===== config.mk =====
export PLATFORM = sky130hd
export DESIGN_NAME = ibex_csr_wr_arb
export DESIGN_NICKNAME = d
export VERILOG_FILES = /design/src/rtl/ibex_csr_wr_arb.sv
export SDC_FILE = /design/constraint.sdc
export NUM_CORES = 1
export LEC_CHECK = 0
export ABC_AREA = 1
export BUFFER_PORTS_ARGS = -buffer_cell sky130_fd_sc_hd__buf_4
export CAP_MARGIN = 20
export CORE_ASPECT_RATIO = 2
export CORE_MARGIN = 3
export CORE_UTILIZATION = 25
export DETAILED_ROUTE_END_ITERATION = 10
export PLACE_DENSITY = 0.6
export SETUP_SLACK_MARGIN = 0.05
export SLEW_MARGIN = 20
export SYNTH_ARGS = -nofsm -noshare
export SYNTH_HDL_FRONTEND = slang
export SYNTH_SLANG_ARGS = --single-unit

===== constraint.sdc =====
create_clock -name clk_i -period 2.54 [get_ports clk_i]
set_input_delay 0.381 -clock clk_i [delete_from_list [all_inputs] [get_ports clk_i]]
set_output_delay 0.381 -clock clk_i [all_outputs]
set_load 0.03 [all_outputs]

===== src/rtl/ibex_csr_wr_arb.sv =====
// Round-robin write arbiter and write-verify sequencer in front of one shadowed CSR.
// Each granted write is committed, read back and checked, retried on failure, then reported.
module ibex_csr_wr_arb #(
  parameter int unsigned NumReq     = 4,
  parameter int unsigned Width      = 32,
  parameter int unsigned MaxRetries = 2
) (
  input  logic                      clk_i,
  input  logic                      rst_i,
  input  logic [NumReq-1:0]         req_i,
  input  logic [NumReq*Width-1:0]   wdata_i,
  output logic [NumReq-1:0]         gnt_o,
  output logic [NumReq-1:0]         done_o,
  output logic                      resp_err_o,
  output logic                      busy_o,
  output logic                      alert_o,
  input  logic                      alert_clr_i,
  output logic                      csr_wr_en_o,
  output logic [Width-1:0]          csr_wr_data_o,
  input  logic [Width-1:0]          csr_rd_data_i,
  input  logic                      csr_rd_error_i
);

  localparam int unsigned IdxW   = (NumReq > 1) ? $clog2(NumReq) : 1;
  localparam int unsigned RetryW = (MaxRetries > 0) ? $clog2(MaxRetries + 1) : 1;

  typedef enum logic [1:0] {
    StIdle,
    StWrite,
    StCheck
  } state_e;

  state_e              state_q, state_d;
  logic [IdxW-1:0]     rr_ptr_q, rr_ptr_d;
  logic [IdxW-1:0]     idx_q, idx_d;
  logic [RetryW-1:0]   retry_cnt_q, retry_cnt_d;
  logic [Width-1:0]    data_q, data_d;
  logic                alert_q, alert_d;

  logic                pick_vld;
  logic [IdxW-1:0]     pick_idx;
  logic [IdxW:0]       cand;
  logic [Width-1:0]    pick_data;
  logic                check_pass;
  logic                alert_set;
  logic [NumReq-1:0]   gnt_c, done_c;
  logic                resp_err_c, wr_en_c;

  // First requesting index at or after rr_ptr, wrapping modulo NumReq.
  always_comb begin
    pick_vld = 1'b0;
    pick_idx = '0;
    cand     = '0;
    for (int unsigned i = 0; i < NumReq; i++) begin
      cand = {1'b0, rr_ptr_q} + (IdxW+1)'(i);
      if (cand >= (IdxW+1)'(NumReq)) cand = cand - (IdxW+1)'(NumReq);
      if (!pick_vld && req_i[cand[IdxW-1:0]]) begin
        pick_vld = 1'b1;
        pick_idx = cand[IdxW-1:0];
      end
    end
  end

  always_comb begin
    pick_data = '0;
    for (int unsigned k = 0; k < NumReq; k++) begin
      if (pick_idx == IdxW'(k)) pick_data = wdata_i[k*Width +: Width];
    end
  end

  assign check_pass = (csr_rd_data_i == data_q) && !csr_rd_error_i;

  // Next-state and combinational outputs.
  always_comb begin
    state_d     = state_q;
    rr_ptr_d    = rr_ptr_q;
    idx_d       = idx_q;
    retry_cnt_d = retry_cnt_q;
    data_d      = data_q;
    gnt_c       = '0;
    done_c      = '0;
    resp_err_c  = 1'b0;
    wr_en_c     = 1'b0;
    alert_set   = 1'b0;

    unique case (state_q)
      StIdle: begin
        // A read error with no write in flight means the shadow copy diverged at rest.
        alert_set = csr_rd_error_i;
        if (pick_vld) begin
          gnt_c[pick_idx] = 1'b1;
          data_d          = pick_data;
          idx_d           = pick_idx;
          retry_cnt_d     = '0;
          rr_ptr_d        = (pick_idx == IdxW'(NumReq - 1)) ? '0 : pick_idx + IdxW'(1);
          state_d         = StWrite;
        end
      end
      StWrite: begin
        wr_en_c = 1'b1;
        state_d = StCheck;
      end
      StCheck: begin
        if (check_pass) begin
          done_c[idx_q] = 1'b1;
          state_d       = StIdle;
        end else if (retry_cnt_q < RetryW'(MaxRetries)) begin
          retry_cnt_d = retry_cnt_q + RetryW'(1);
          state_d     = StWrite;
        end else begin
          done_c[idx_q] = 1'b1;
          resp_err_c    = 1'b1;
          alert_set     = 1'b1;
          state_d       = StIdle;
        end
      end
      default: state_d = StIdle;
    endcase

    alert_d = alert_set | (alert_q & ~alert_clr_i);
  end

  always_ff @(posedge clk_i) begin
    if (rst_i) begin
      state_q     <= StIdle;
      rr_ptr_q    <= '0;
      idx_q       <= '0;
      retry_cnt_q <= '0;
      data_q      <= '0;
      alert_q     <= 1'b0;
    end else begin
      state_q     <= state_d;
      rr_ptr_q    <= rr_ptr_d;
      idx_q       <= idx_d;
      retry_cnt_q <= retry_cnt_d;
      data_q      <= data_d;
      alert_q     <= alert_d;
    end
  end

  // Everything is held quiet while reset is asserted.
  assign gnt_o         = rst_i ? '0 : gnt_c;
  assign done_o        = rst_i ? '0 : done_c;
  assign resp_err_o    = !rst_i && resp_err_c;
  assign busy_o        = !rst_i && (state_q != StIdle);
  assign alert_o       = !rst_i && alert_q;
  assign csr_wr_en_o   = !rst_i && wr_en_c;
  assign csr_wr_data_o = rst_i ? '0 : data_q;

endmodule

==> out/results.tsv, run 1 <==
metric	value	unit
initial antenna violation count	0	
antenna-violating nets left	0	
final hold vios	0	
TritonCTS Sinks	41	
synth warn	0	
# IOs	212	
PortBufs	211	
HP Class	input port to register	
RSZ-0062 raised after global routing	yes	
crit end category	primary output	
Mapped Cells	578	
CP Max Fanout	7	
count of cell types in the netlist	29	
fin crit period	2.676	ns
Critical Path, Cell by Cell	buf_12 -> inv_8 -> nand2_4 -> nand2_4 -> nand2_4 -> nand2_4 -> nor2_4 -> nand2_2 -> o211ai_1 -> nand2_1 -> buf_6 -> ha_4 -> buf_12 -> nand2_4 -> nor2_4 -> buf_6	
hold_buf cts	0	
Fmax	373.7	MHz
Final Worst Setup Slack	-0.1360	ns
Worst EP required	2.16	ns
violated checks	setup timing	
max layer used	met4	
Post-synth EDFFs	0	
clock-pin slew on the worst setup and hold paths	0.06	ns
Max stage delay on crit path	0.37	ns
DP HPWL	11.61	mm
DIE WIDTH	89.63	um
vias per cell	4.591	
Synth Flop Type	dfxtp_1	
Remaining DRCs	0	
worst-skew pair later-pin latency	0.29	ns
share of post-route cells with drive strength above 1	41.40	%
CP Launch Type	register	
Hold Startpoint	wdata_i[127]	
met3 WL post-DR	558	um
Synth Register Bits	41	
row count	60	
Final Util	45.29	%
CTS tree	built	
metal2 WL	8.875	mm
Mapped Area	0.003497	mm^2
Worst EP arrival	2.29	ns
syn avg cell area	6.050	um^2
r2r setup slk	-0.10	ns
R2R Path Start	rr_ptr_q[0]	
final setup TNS	-1.581	ns
Die ar.	0.01553	mm^2
Final Skew	0.007414	ns
drt first pass iters	4	
nets	973	
H-tree depth	2	
Async S/R FF share, synth	0	%
grt ovf	0	
crit share post-route	105.4	%
Tot GR Track Use	19.08	%
Die Ht	173.3	um
Worst path slowest cell	dfxtp_4	
Root Buffer	clkbuf_16	
largest net degree at the start of global routing	68	
Final Instance Count excl. Fillers	988	
global-route wire length before repair	22.72	mm
LEAKAGE	2.900	nW
Area Overhead vs Synth	75.99	%
Setup CP Type	register to primary output	
register area share after synthesis	23.47	%
pwr dens	1475	mW/mm^2
vias in the first global route	4428	
Synth Net Count	750	
Initial Util	25.74	%
core area	0.01359	mm^2
max-slew violations	0	
final setup violation count	33	
final wirelength	15.61	mm
met1 WL	5.593	mm
outcome	complete, but fails checks	
worst-margin pin slew	0.6064	ns
# diodes	0	
Min-Delay Endpoint	data_q[31]	
Hold Crit Depth	3	
Slew headroom	59.57	%
r2r worst-path depth	20	
CP most frequent cell	nand2_4	
routed via count	4536	
VDD IR-drop max	0.001104	V
CTS Buf Count	5	
max-cap violation count	0	
DR WL/cell	15.80	um
CTS Buffer Depth	2	
Inst Count DP	966	
FF-to-FF End	data_q[30]	
Final Wtd Congestion	0.8191	
initial drt markers	116	
==> timing repair <==
action                                  in CTS  in global routing
endpoints found under the setup margin      36                 40
buffers inserted                             5                  4
gates cloned                                 1                  4
pin swaps                                   14                 42
resized for setup                           58                 63
==> report_power, final <==
group          leakage [nW]  total [mW]  switching, mW  internal [mW]
sequential            0.341        1.05          0.164          0.890
combinational          2.49        7.39           3.89           3.50
clock                0.0706       0.635          0.273          0.362
total                  2.90        9.08           4.33           4.75
==> cell usage in the layout, fill, tap and decap left out, drive strengths merged <==
| cell type | n |
|---|---|
| nor2 | 72 |
| mux2i | 32 |
| xor2 | 3 |
| a21oi | 41 |
| clkinv | 2 |
| nor3 | 4 |
| bufbuf | 1 |
| inv | 75 |
| or2 | 1 |
| o211ai | 1 |
| nand4 | 6 |
| a31oi | 1 |
| o22ai | 2 |
| ha | 4 |
| a22oi | 32 |
| dfxtp | 41 |
| xnor2 | 3 |
| clkbuf | 10 |
| buf | 246 |
| nand2 | 141 |
| nand3 | 11 |
| o21ai | 73 |
==> synthesized netlist by cell type (2+ instances only) <==
cell type | number | area (um^2)
a22oi_1 | 32 | 240.2
clkbuf_1 | 23 | 86.33
nand3_1 | 10 | 50.05
buf_6 | 5 | 56.30
nor3_1 | 4 | 20.02
nor2_1 | 71 | 266.5
nand2_1 | 134 | 503.0
mux2i_1 | 32 | 320.3
a21oi_1 | 41 | 205.2
inv_1 | 73 | 274.0
ha_1 | 4 | 50.05
nand2_2 | 6 | 37.54
o22ai_1 | 2 | 12.51
o21ai_0 | 72 | 360.4
dfxtp_1 | 41 | 820.8
buf_1 | 3 | 11.26
nand4_1 | 6 | 37.54
buf_2 | 4 | 20.02
xnor2_1 | 3 | 26.28
xor2_1 | 3 | 26.28
==> flip-flops by register name, summed over array words and instances (netlist names) <==
signal and flops:
data_q 32, state_q 2, alert_q 1, retry_cnt_q 2, rr_ptr_q 2, idx_q 2
==> through the flow <==
step                      hold slack [ns]  power (mW)  area, um^2  setup WS, ns
after floorplan                    0.4460       4.664        3535       0.06367
after global placement             0.4643       6.411        5428       -0.2079
after detailed placement           0.4811       6.480        5428       -0.2182
after CTS                          0.3605       7.925        5747       -0.1436
after global routing               0.3805       9.858        6155       -0.2829
final                              0.3641       9.080        6155       -0.1360
==> layout make-up <==
class / instances / area [um^2]
inverter: 75 / 299.0
timing repair buffer: 251 / 2120
clock buffer: 6 / 128.9
fill: 1417 / 7433
multi-input combinational: 427 / 2539
sequential: 41 / 825.8
clock inverter: 2 / 10.01
tap: 186 / 232.7
==> critical path: cells and delay by family, from the launching register on <==
| kind | cells | cell delay [ns] |
|---|---|---|
| AO/OA/AOI/OAI | 1 | 0.18 |
| adder cells (fa/ha/maj) | 1 | 0.18 |
| buffers and inverters | 5 | 0.58 |
| flip-flops | 1 | 0.37 |
| AND/OR/NAND/NOR | 9 | 0.71 |
==> cells by family (layout without fill, tap and decap cells) <==
| group | count (synthesis) | count (layout) | synth area share, % |
|---|---|---|---|
| compound gates | 150 | 150 | 23.94 |
| mux | 32 | 32 | 9.159 |
| flops | 41 | 41 | 23.47 |
| xor+xnor | 6 | 6 | 1.503 |
| simple gates | 235 | 235 | 27.26 |
| buf+inv | 110 | 334 | 13.24 |
| fa+ha+maj | 4 | 4 | 1.431 |
==> routing by layer <==
metal  global-route usage [%]  up-vias
met3                    2.379       32
met2                    35.09      123
li1                         -     2339
met5                        0        -
met4                    8.012        0
met1                    20.83     2042
==> worst max-delay path by stage <==
stage / slack, ns / cells after the start / startpoint / endpoint
floorplan: 0.06 / 15 / rr_ptr_q[0] / gnt_o[1]
global placement: -0.21 / 18 / req_i[3] / data_q[31]
detailed placement: -0.22 / 19 / req_i[1] / data_q[31]
CTS: -0.14 / 16 / rr_ptr_q[0] / gnt_o[2]
global route: -0.28 / 20 / rr_ptr_q[0] / data_q[30]
finish: -0.14 / 16 / rr_ptr_q[0] / gnt_o[1]
(Power assumes the default switching activity.)
==> run 2, diff against run 1 <==
--- a/config.mk
+++ b/config.mk
@@ -8,11 +8,13 @@
 export ABC_AREA = 1
 export BUFFER_PORTS_ARGS = -buffer_cell sky130_fd_sc_hd__buf_4
 export CAP_MARGIN = 20
+export CELL_PAD_IN_SITES_DETAIL_PLACEMENT = 1
+export CELL_PAD_IN_SITES_GLOBAL_PLACEMENT = 1
 export CORE_ASPECT_RATIO = 2
 export CORE_MARGIN = 3
 export CORE_UTILIZATION = 25
 export DETAILED_ROUTE_END_ITERATION = 10
-export PLACE_DENSITY = 0.6
+export PLACE_DENSITY = 0.84
 export SETUP_SLACK_MARGIN = 0.05
 export SLEW_MARGIN = 20
 export SYNTH_ARGS = -nofsm -noshare
==> constraint.sdc (replaced) <==
create_clock -name clk_i -period 2.29 [get_ports clk_i]
set_input_delay 0.3435 -clock clk_i [delete_from_list [all_inputs] [get_ports clk_i]]
set_output_delay 0.3435 -clock clk_i [all_outputs]
set_load 0.03 [all_outputs]
==> run 2 against run 1 <==
Effect of this change:
- the run still ends with setup timing left
- critical path depth unchanged
- highest routed layer unchanged
- wire length is 12% higher
- global-route usage up 2.2 points
- final cell count rose by 2.0%
- utilization grew 2.4 points
- combinational power increased by 22%
- first-iteration DRC count decreased by 10%
- sequential cell count is the same
- count of clock-buffer cells in the layout increased by 1
- hold slack got worse by 0.052 ns
- total power rose by 21%
- register-to-register slack worse by 0.25 ns
==> out/results.tsv, run 2 (same netlist as run 1, synthesis figures left out) <==
metric	value	unit	change
# IOs	212		unchanged
Initial Util	25.74	%	unchanged
most flop-heavy register	data_q		
vias per cell	4.784		+4.2%
switching portion of total power	47.28	%	-0.43 points
drt first pass iters	4		unchanged
CP Max Fanout	7		unchanged
Worst path slowest cell	dfxtp_4		
TritonCTS Sinks	41		unchanged
Final Skew	0.001867	ns	-0.005547 ns
outcome	complete, but fails checks		
Comb pwr share	82.3	%	+0.9 points
pwr dens	1690	mW/mm^2	+15%
initial drt markers	104		-10%
Remaining DRCs	0		unchanged
r2r worst-path depth	19		-5.0%
Worst EP required	1.95	ns	-0.21 ns
NetSw	5.177	mW	+20%
global-route wire length before repair	25.34	mm	+12%
final wirelength	17.51	mm	+12%
largest net degree at the start of global routing	37		-46%
max reg flops	32		unchanged
row count	60		unchanged
PortBufs	211		unchanged
hold_buf cts	0		unchanged
Min Hold Slack	0.3124	ns	-0.05170 ns
share of post-route cells with drive strength above 1	43.67	%	+2.3 points
Final Wtd Congestion	0.8533		+4.2%
vias in the first global route	5103		+15%
worst-skew pair later-pin latency	0.28	ns	about the same
Area Overhead vs Synth	85.33	%	
max-slew violations	0		unchanged
Die Ht	173.3	um	unchanged
H-tree depth	2		unchanged
Final Worst Setup Slack	-0.3548	ns	-0.2188 ns
leading cell type in the layout, fill and taps excluded	buf_4		
core area	0.01359	mm^2	unchanged
RSZ-0062 raised after global routing	yes		
HP Class	input port to register		
max-cap violation count	0		unchanged
Max stage delay on crit path	0.39	ns	+0.02 ns
fillers	1741		+23%
Final Util	47.70	%	+2.4 points
Fmax	378.1	MHz	
Critical Path, Cell by Cell	buf_12 -> inv_16 -> nand2_4 -> nand2_4 -> nand2_4 -> nand2_4 -> nor2_4 -> nand2_2 -> o211ai_1 -> nand2_2 -> buf_6 -> inv_6 -> ha_4 -> nand2_4 -> nor2_4 -> buf_6		
Root Buffer	clkbuf_16		
final hold vios	0		unchanged
DIE WIDTH	89.63	um	unchanged
Setup CP Type	register to primary output		
Clk pwr share	6.9	%	about the same
Worst EP arrival	2.30	ns	about the same
crit end category	primary output		
crit share post-route	115.5	%	
CP Launch Type	register		
CTS Buffer Depth	2		unchanged
routed via count	4822		+6.3%
commonest cells after routing, fill and taps aside	237 x buf_4, 115 x nand2_1, 69 x inv_1		
LEAKAGE	3.071	nW	+5.9%
initial antenna violation count	0		unchanged
VDD IR-drop max	0.0008152	V	-26%
# diodes	0		unchanged
grt ovf	0		unchanged
clock-pin slew on the worst setup and hold paths	0.06	ns	about the same
DR WL/cell	17.37	um	+9.9%
Seq pwr share	10.8	%	-0.8 points
CP most frequent cell	nand2_4		
CTS tree	built		
antenna-violating nets left	0		unchanged
Hold Crit Depth	2		-1
Tot GR Track Use	21.32	%	+2.2 points
Slew headroom	54.89	%	-4.7 points
CTS Buf Count	5		unchanged
DP HPWL	12.93	mm	+11%
Die ar.	0.01553	mm^2	unchanged
final setup violation count	36		+9.1%
fin crit period	2.645	ns	
worst-margin pin slew	0.6759	ns	+0.06945 ns
nets	993		+2.1%
P_int	5.774	mW	+22%
violated checks	setup timing		
[run 2: power groups by stage]
stage | Combinational, mW | Sequential, mW | Clock [mW]
after floorplan | 4.46 | 1.12 | 0
after global placement | 6.16 | 1.16 | 0
after detailed placement | 6.27 | 1.17 | 0
after CTS | 8.19 | 1.18 | 0.789
after global routing | 9.75 | 1.22 | 0.824
final | 9.01 | 1.19 | 0.756
[run 2: final cells by class]
cell class	count	area, um^2	share of cell area, %
Clock buffer	7	152.6	2.355
Clock inverter	1	5.005	0.07722
Tap cell	186	232.7	3.591
Timing Repair Buffer	270	2347	36.22
Multi-Input combinational cell	428	2608	40.23
Sequential cell	41	830.8	12.82
Inverter	75	305.3	4.710
[run 2: final timing paths]
check	from	end	slack [ns]
min	rst_i	state_q[1]	0.31
max reg2reg	rr_ptr_q[0]	data_q[17]	-0.35
min reg2reg	state_q[1]	state_q[1]	0.50
max	rr_ptr_q[0]	gnt_o[3]	-0.35
[run 2: layer usage]
| metal | routed length, um | GRT usage [%] |
|---|---|---|
| met1 | 5659 | 20.38 |
| met2 | 10520 | 42.42 |
| met3 | 616 | 2.188 |
| met4 | 714 | 9.193 |
| met5 | 0 | 0 |
[run 2: what timing repair did]
item | 4_1_cts | 5_1_grt
resized for setup | 69 | 57
cloned | 3 | 3
setup buffers | 18 | 7
pin swaps | 46 | 41
setup endpoints to repair | 39 | 43
hold endpoints to repair | 0 | 0
[run 2: through the flow]
step	setup TNS (ns)	setup slack, ns	power, mW	cells	instance area (um^2)
4_1_cts	-10.82	-0.4072	10.15	999	6138
6_report	-10.24	-0.3548	10.95	1008	6481
5_1_grt	-16.00	-0.5097	11.79	1008	6481
3_3_place_gp	-18.93	-0.6686	7.321	970	5513
2_1_floorplan	-0.1106	-0.07295	5.584	578	3627
3_5_place_dp	-22.57	-0.7834	7.446	970	5513
[run 2: worst max-delay path, delay by kind of cell, from the launching register on]
| kind | cells | cell delay, ns |
|---|---|---|
| AND/OR/NAND/NOR | 9 | 0.77 |
| buffers and inverters | 5 | 0.53 |
| flip-flops | 1 | 0.39 |
| AO/OA/AOI/OAI | 1 | 0.19 |
| adder cells (fa/ha/maj) | 1 | 0.14 |
==> run 3, diff against run 2 <==
==> constraint.sdc (replaced) <==
create_clock -name clk_i -period 2.29 [get_ports clk_i]
set_input_delay 0.229 -clock clk_i [delete_from_list [all_inputs] [get_ports clk_i]]
set_output_delay 0.229 -clock clk_i [all_outputs]
set_load 0.03 [all_outputs]
==> run 3 against run 2 <==
Effect of this change:
- the flow still finishes with violations (setup timing)
- first-iteration DRC count is 19% lower
- wire length is 1.1% lower
- combinational power is 11% lower
- global-route usage hardly changed
- highest routed layer unchanged
- clock skew is 0.0071 ns higher
- critical path type unchanged
- critical path depth is 2 lower
- cell area is 3.9% lower
==> out/results.tsv, run 3 (same netlist as run 1, synthesis figures left out) <==
metric	value	unit	change
outcome	complete, but fails checks		
violated checks	setup timing		
HP Class	input port to register		
Die Ht	173.3	um	unchanged
max-cap violation count	0		unchanged
pwr dens	1615	mW/mm^2	-4.4%
vias per cell	4.839		+1.2%
GRT met3 Usage	2.236	%	+0.048 points
r2r setup slk	-0.27	ns	+0.08 ns
TritonCTS Sinks	41		unchanged
Final Worst Setup Slack	-0.3102	ns	+0.04457 ns
CP Max Fanout	7		unchanged
row count	60		unchanged
Fmax	384.6	MHz	+1.7%
final setup TNS	-7.126	ns	+3.110 ns
# diodes	0		unchanged
Min Hold Slack	0.2286	ns	-0.08377 ns
Final Skew	0.008977	ns	+0.007110 ns
share of post-route cells with drive strength above 1	41.94	%	-1.7 points
core area	0.01359	mm^2	unchanged
nets	984		-0.91%
global-route wire length before repair	25.43	mm	+0.33%
Remaining DRCs	0		unchanged
CTS Buf Count	5		unchanged
met2 usage	42.91	%	+0.49 points
initial antenna violation count	0		unchanged
GRT Max-Usage Layer	met2		
fin crit period	2.600	ns	-0.04457 ns
Tot GR Track Use	21.33	%	about the same
RSZ-0062 raised after global routing	yes		
crit end category	primary output		
CTS Buffer Depth	2		unchanged
most flop-heavy register	data_q		
worst-skew pair later-pin latency	0.29	ns	about the same
hold_buf cts	0		unchanged
vias in the first global route	5015		-1.7%
Worst EP arrival	2.37	ns	+0.07 ns
largest net degree at the start of global routing	68		+84%
Area Overhead vs Synth	78.10	%	
crit share post-route	113.5	%	-1.9 points
Initial Util	25.74	%	unchanged
leading cell type in the layout, fill and taps excluded	buf_4		
Worst EP required	2.06	ns	+0.11 ns
Slew headroom	62.97	%	+8.1 points
final wirelength	17.32	mm	-1.1%
commonest cells after routing, fill and taps aside	242 x buf_4, 116 x nand2_1, 69 x inv_1		
CTS tree	built		
total power	10.06	mW	-8.2%
DIE WIDTH	89.63	um	unchanged
H-tree depth	2		unchanged
clock-pin slew on the worst setup and hold paths	0.07	ns	about the same
# IOs	212		unchanged
initial drt markers	84		-19%
Setup CP Type	register to primary output		
VDD IR-drop max	0.0008229	V	+0.94%
max reg flops	32		unchanged
CP Launch Type	register		
Die ar.	0.01553	mm^2	unchanged
DR WL/cell	17.34	um	-0.17%
Final Wtd Congestion	0.8666		+1.6%
r2r worst-path depth	16		-3
final hold vios	0		unchanged
max-slew violations	0		unchanged
met1 Usage GRT	19.45	%	-0.94 points
final setup violation count	36		unchanged
worst-margin pin slew	0.5549	ns	-0.1210 ns
Root Buffer	clkbuf_16		
fillers	1730		-0.63%
routed via count	4834		+0.25%
Hold Crit Depth	3		+1
drt first pass iters	4		unchanged
antenna-violating nets left	0		unchanged
LEAKAGE	2.946	nW	-4.0%
grt ovf	0		unchanged
PortBufs	211		unchanged
DP HPWL	13.27	mm	+2.6%
## run 3: changes by cell type in the layout (fill, tap and decap cells not counted), sizes merged
cell / before / now
clkinv: 1 / 0
bufinv: 0 / 1
buf: 267 / 262
clkbuf: 10 / 7
nor2: 73 / 72
## run 3: cell type report
| class | instances | area (um^2) | area share [%] |
|---|---|---|---|
| Clock inverter | 1 | 30.03 | 0.4821 |
| Clock buffer | 7 | 142.6 | 2.290 |
| Tap cell | 186 | 232.7 | 3.736 |
| Inverter | 75 | 307.8 | 4.942 |
| Multi-Input combinational cell | 427 | 2535 | 40.70 |
| Sequential cell | 41 | 825.8 | 13.26 |
| Timing Repair Buffer | 262 | 2155 | 34.59 |
## run 3: final timing paths
path                                    from          to
worst min register to register    state_q[1]  state_q[1]
worst max-delay path             rr_ptr_q[0]    gnt_o[0]
worst max register to register   rr_ptr_q[0]  data_q[21]
worst min-delay path            wdata_i[126]  data_q[30]
## run 3: where the power goes
part           internal [mW]  total [mW]  switching (mW)
Sequential             0.987        1.18           0.196
Clock                  0.545       0.843           0.298
Combinational           3.70        8.03            4.34
## run 3: worst max-delay path, cell delays in order, from the launching register on
cell	delay, ns
dfxtp_4	0.37
buf_12	0.15
inv_16	0.08
nand2_4	0.05
nand3_2	0.08
nand2_2	0.09
nor2_4	0.16
buf_6	0.13
nand4_1	0.09
nand2_2	0.16
ha_2	0.20
inv_2	0.05
buf_4	0.13
nor3_2	0.17
buf_4	0.19
## run 3: routing by layer
| layer | up-vias | part of all wire (%) |
|---|---|---|
| met2 | 151 | 59 |
| li1 | 2352 | - |
| met3 | 47 | 3.8 |
| met4 | 0 | 5.0 |
| met1 | 2284 | 33 |
| met5 | - | 0 |
## run 3: repair_timing
action / 4_1_cts / 5_1_grt
buffers inserted: 14 / 2
pin swaps: 15 / 11
resized for setup: 53 / 36
endpoints found under the hold margin: 0 / 0
cloned: 2 / 0
endpoints found under the setup margin: 36 / 44
## run 3: stage by stage
step                      setup slack, ns  util [%]  cell area, um^2  cells
final                             -0.3102     45.84             6228    999
after global routing              -0.4533     45.84             6228    999
after CTS                         -0.2793     44.80             6087    998
after detailed placement          -0.2454     40.88             5555    974
after global placement            -0.1382     40.88             5555    974
after floorplan                   0.02187         -             3612    578
